## src/rtl/fir_out_round_sat_buf.sv

```systemverilog
// FIR output stage: round/shift the accumulator, saturate to OUT_W, buffer in a FWFT FIFO.
// Define FIR_OUT_CONVERGENT_EN for round-half-even; the default build rounds half-up.
module fir_out_round_sat_buf #(
    parameter int unsigned IN_W  = 48,
    parameter int unsigned SHIFT = 10,
    parameter int unsigned OUT_W = 16,
    parameter int unsigned DEPTH = 16
) (
    input  logic                   clk,
    input  logic                   rst,
    input  logic                   s_valid,
    input  logic [IN_W-1:0]        s_data,
    output logic                   m_valid,
    output logic [OUT_W-1:0]       m_data,
    input  logic                   m_ready,
    output logic [$clog2(DEPTH):0] level,
    output logic [15:0]            sat_cnt,
    output logic [15:0]            drop_cnt,
    output logic                   ovf,
    input  logic                   stat_clr
);
    localparam int unsigned AW = IN_W + 1;
    localparam int unsigned PW = $clog2(DEPTH);
    localparam int unsigned CW = PW + 1;
    localparam logic signed [AW-1:0] MAX_V = {{(AW - OUT_W + 1){1'b0}}, {(OUT_W - 1){1'b1}}};
    localparam logic signed [AW-1:0] MIN_V = {{(AW - OUT_W + 1){1'b1}}, {(OUT_W - 1){1'b0}}};

    logic signed [AW-1:0] rnd;
    logic signed [AW-1:0] acc1_d, acc1_q;
    logic                 v1_d, v1_q;
    logic signed [AW-1:0] shr;
    logic [OUT_W-1:0]     out2_d, out2_q;
    logic                 sat2_d, sat2_q;
    logic                 v2_d, v2_q;

    logic [OUT_W-1:0]     mem_q [DEPTH];
    logic [PW-1:0]        wptr_d, wptr_q, rptr_d, rptr_q;
    logic [CW-1:0]        cnt_d, cnt_q;
    logic                 full, pop, push, drop;
    logic [15:0]          sat_cnt_d, sat_cnt_q, drop_cnt_d, drop_cnt_q;
    logic                 ovf_d, ovf_q;

    if (SHIFT > 0) begin : g_rnd
`ifdef FIR_OUT_CONVERGENT_EN
        // Half minus one LSB, plus the lowest kept bit: exact ties land on the even result.
        assign rnd = (AW'(1) << (SHIFT - 1)) - AW'(1) + AW'(s_data[SHIFT]);
`else
        assign rnd = AW'(1) << (SHIFT - 1);
`endif
    end else begin : g_no_rnd
        assign rnd = '0;
    end

    always_comb begin
        acc1_d = $signed({s_data[IN_W-1], s_data}) + rnd;
        v1_d   = s_valid;
    end

    always_comb begin
        shr    = acc1_q >>> SHIFT;
        out2_d = shr[OUT_W-1:0];
        sat2_d = 1'b0;
        if (shr > MAX_V) begin
            out2_d = MAX_V[OUT_W-1:0];
            sat2_d = 1'b1;
        end else if (shr < MIN_V) begin
            out2_d = MIN_V[OUT_W-1:0];
            sat2_d = 1'b1;
        end
        v2_d = v1_q;
    end

    assign m_valid = (cnt_q != '0);
    assign m_data  = m_valid ? mem_q[rptr_q] : '0;
    assign level   = cnt_q;

    // A pop at full frees the slot the same-cycle push lands in.
    always_comb begin
        full   = (cnt_q == CW'(DEPTH));
        pop    = m_valid && m_ready;
        push   = v2_q && (!full || pop);
        drop   = v2_q && full && !pop;
        wptr_d = push ? wptr_q + PW'(1) : wptr_q;
        rptr_d = pop ? rptr_q + PW'(1) : rptr_q;
        cnt_d  = cnt_q;
        if (push && !pop) begin
            cnt_d = cnt_q + CW'(1);
        end else if (pop && !push) begin
            cnt_d = cnt_q - CW'(1);
        end
    end

    always_comb begin
        sat_cnt_d  = sat_cnt_q;
        drop_cnt_d = drop_cnt_q;
        ovf_d      = ovf_q;
        if (stat_clr) begin
            sat_cnt_d  = '0;
            drop_cnt_d = '0;
            ovf_d      = 1'b0;
        end else begin
            if (v2_q && sat2_q && sat_cnt_q != 16'hFFFF) begin
                sat_cnt_d = sat_cnt_q + 16'd1;
            end
            if (drop) begin
                ovf_d = 1'b1;
                if (drop_cnt_q != 16'hFFFF) begin
                    drop_cnt_d = drop_cnt_q + 16'd1;
                end
            end
        end
    end

    assign sat_cnt  = sat_cnt_q;
    assign drop_cnt = drop_cnt_q;
    assign ovf      = ovf_q;

    always_ff @(posedge clk) begin
        if (rst) begin
            acc1_q     <= '0;
            v1_q       <= 1'b0;
            out2_q     <= '0;
            sat2_q     <= 1'b0;
            v2_q       <= 1'b0;
            wptr_q     <= '0;
            rptr_q     <= '0;
            cnt_q      <= '0;
            sat_cnt_q  <= '0;
            drop_cnt_q <= '0;
            ovf_q      <= 1'b0;
        end else begin
            acc1_q     <= acc1_d;
            v1_q       <= v1_d;
            out2_q     <= out2_d;
            sat2_q     <= sat2_d;
            v2_q       <= v2_d;
            wptr_q     <= wptr_d;
            rptr_q     <= rptr_d;
            cnt_q      <= cnt_d;
            sat_cnt_q  <= sat_cnt_d;
            drop_cnt_q <= drop_cnt_d;
            ovf_q      <= ovf_d;
        end
    end

    always_ff @(posedge clk) begin
        if (!rst && push) begin
            mem_q[wptr_q] <= out2_q;
        end
    end

endmodule

```

## config.mk

```make
export PLATFORM = sky130hd
export DESIGN_NAME = fir_out_round_sat_buf
export DESIGN_NICKNAME = d
export VERILOG_FILES = /design/src/rtl/fir_out_round_sat_buf.sv
export SDC_FILE = /design/constraint.sdc
export NUM_CORES = 1
export LEC_CHECK = 0
export CAP_MARGIN = 40
export CELL_PAD_IN_SITES_DETAIL_PLACEMENT = 0
export CELL_PAD_IN_SITES_GLOBAL_PLACEMENT = 1
export CORE_MARGIN = 1
export CORE_UTILIZATION = 40
export DETAILED_ROUTE_END_ITERATION = 7
export DONT_BUFFER_PORTS = 1
export PLACE_DENSITY = 0.7
export SYNTH_ARGS = -nofsm -noshare
export SYNTH_HDL_FRONTEND = slang
export SYNTH_SLANG_ARGS = --single-unit
```

## constraint.sdc

```tcl
create_clock -name clk -period 5.1 [get_ports clk]
set_input_delay 1.02 -clock clk [delete_from_list [all_inputs] [get_ports clk]]
set_output_delay 1.02 -clock clk [all_outputs]
set_load 0.005 [all_outputs]
```

==> reports/results.txt <==
Via density -> 5.432
Clk slew on worst S/H paths -> 0.06 ns
Clock tree buffer depth -> 3
Die Ht -> 193.5 µm
Gr usage total -> 16.65%
Reg power frac -> 46.7%
Antenna Cells -> 0
Arr. time, crit path -> 2.94 ns
Vias after detailed routing -> 8,159
Register area share after synthesis -> 67.16%
Layout cells sized above 1 -> 16.04%
Synth Flop Type -> edfxtp_1
Final wirelength -> 30,820 µm
Worst Path Required -> 4.08 ns
RSZ-0062 raised after global routing -> no
I/O pin count -> 108
Syn Area/Cell -> 14.83 µm²
Status -> finished with violations
Slew Limit Fails -> 0
Initial antenna violation count -> 0
Fin crit share -> 77.69%
Grt ovf -> 0
XOR/XNOR Fraction of Synth Area -> 3.344%
Vias in the first global route -> 8,377
Post-synthesis compound-gate area fraction -> 3.899%
Fillers -> 3,103
Largest net degree at the start of global routing -> 82
Routability Congestion -> 0.7647
Leak -> 5.271 nW
Crit path max fanout -> 16
Die W -> 193.5 µm
FFs w/ async S/R, synth -> 0%
Synth Area in Adders -> 1.246%
Final critical-path required period -> 3.962 ns
Net Sw Frac -> 24.71%
Iter 0 DRT Violations -> 511
Synthesized Nets -> 1,056
Simple-Gate Fraction of Synth Area -> 10.18%
Routed len/inst -> 20.52 µm
Clock buffer count from CTS -> 38
WHS -> 0.4350 ns
Multi-input logic area -> 4561 µm²
Die Area -> 37,430 µm²
Final Hold Fails -> 0
Insertion delay to the later sink of the worst-skew pair -> 0.52 ns
Area delta synth->final -> 13.33%
Antenna-violating nets left -> 0
Maxcap violations -> 0
Most frequent cells in the layout -> edfxtp_1, nor2_1, dfxtp_1
Synth Instances -> 989
Worst slew margin -> 40.83%
NetSw -> 1.808 mW
Area share of the largest cell type after synthesis -> 52.42%
Proportion of power drawn by the clock network -> 38.3%
Post-synth EDFFs -> 256
Post-Syn Area -> 14,670 µm²
Pint -> 5.506 mW
Slew at the pin closest to its max-slew limit -> 0.8876 ns
Synthesis Warnings -> 0
Commonest non-fill, non-tap cell in the layout -> edfxtp_1
Setup TNS -> 0 ns
Post-layout util -> 46.39%
Final Skew -> 0.02253 ns
Post-Place Cells -> 1,433
Drt drc -> 4
Area contributors post-synth -> edfxtp_1, dfxtp_1, mux4_2
CTS H-tree lvls -> 2
CTS sink count -> 364
Maximum VDD drop -> 0.2435 mV
Pre-Repair DR Iteration Count -> 7
Final setup viols -> 0
Post-CTS sizing -> 0
Starting density of the core -> 40.93%
CP Class -> register to output pin
Seq. cell area -> 9856 µm²
Multiplexer share of the synthesized area -> 12.29%
Root Buffer -> clkbuf_16
Buffers added on ports -> 0
Hold Buf Count CTS -> 0
Nets -> 1,079
CTS tree -> built
Pwr dens -> 440.0 nW/µm²
DP Wirelength -> 19,650 µm
Unique masters post-synth -> 52
Failing checks -> design-rule violations
CP Capture Type -> output pin
Largest family of logic cells by synthesized area -> multiplexers
Row Count -> 69
Layout Cells excl Fill -> 1,502
Combinational Power Share -> 15.0%
Core ar. -> 35,830 µm²
First-pass GRT wire length -> 48,130 µm
Leading area contributor after synthesis -> edfxtp_1
Seq cells post-synth -> 364
Setup Fix Bufs, Post-CTS -> 0
Hold Crit Class -> register to register
Startpoint Class -> register
Fmax -> 0.2524 GHz
[kinds of logic after synthesis]
logic type	count (synthesis)
adders and majority gates	14
xor gates and xnor gates	56
AOI/OAI and AO/OA	89
DFF	364
and+or+nand+nor	295
buffers and inverters	71
muxes	100
[stage by stage]
stage,area [µm²],setup slack [ns],power (mW)
2_1_floorplan,14670,2.067,4.280
3_5_place_dp,15350,1.684,4.609
3_3_place_gp,15280,1.637,4.569
4_1_cts,16620,1.131,7.409
5_1_grt,16620,0.9436,7.619
6_report,16620,1.138,7.313
[critical path, stage by stage (launching register included)]
cell and delay (ns):
dfxtp_1 0.36, or4_1 0.64, nand2b_1 0.33, nand2_1 0.71, o22ai_1 0.38
[sequential cells by signal (all words and copies together), names as in the netlist, named ones only]
signal / cells
wptr_q: 4
v1_q: 1
drop_cnt: 16
mem_q: 256
sat2_q: 1
rptr_q: 4
v2_q: 1
ovf: 1
sat_cnt: 16
level: 5
out2_q: 16
acc1_q: 39
[area by class of cell]
class / count / area share (%)
clock buffer: 49 / 6.286
clock inverter: 20 / 1.363
inverter: 28 / 0.6324
multi-input combinational: 554 / 27.44
sequential: 364 / 59.30
tap: 461 / 3.471
timing repair buffer: 26 / 1.506
[worst paths after layout]
path	start	end	slack [ns]	cells past startpoint
hold reg to reg	v1_q$_SDFF_PP0_	v2_q$_SDFF_PP0_	0.44	1
hold / removal	v1_q$_SDFF_PP0_	v2_q$_SDFF_PP0_	0.44	1
setup / recovery	level[0]$_SDFFE_PP0P_	m_data[8]	1.14	4
setup reg to reg	level[0]$_SDFFE_PP0P_	level[4]$_SDFFE_PP0P_	1.86	10
[Yosys cell counts (all sizes together), types with 21 or more instances]
cell	number
nand3	32
inv	28
xor2	35
edfxtp	256
clkbuf	32
nand4	24
mux4	64
mux2i	35
a21oi	25
nand2	41
xnor2	21
nor2	114
dfxtp	108
[power groups by stage]
stage                     combinational, mW  clock (mW)  sequential [mW]
after floorplan                       0.936           0             3.34
after global placement                 1.09           0             3.48
after detailed placement               1.12           0             3.49
after CTS                              1.13        2.86             3.42
after global routing                   1.20        2.97             3.44
final                                  1.10        2.80             3.42
[routing by layer]
layer	global-route usage [%]	wire [µm]	vias to the layer above
met1	23.11	14240	4073
met5	0	0	-
met3	3.853	1874	48
met2	26.42	14110	197
met4	4.296	598	0
li1	-	-	3841
Power figures use the tool's default switching activity.
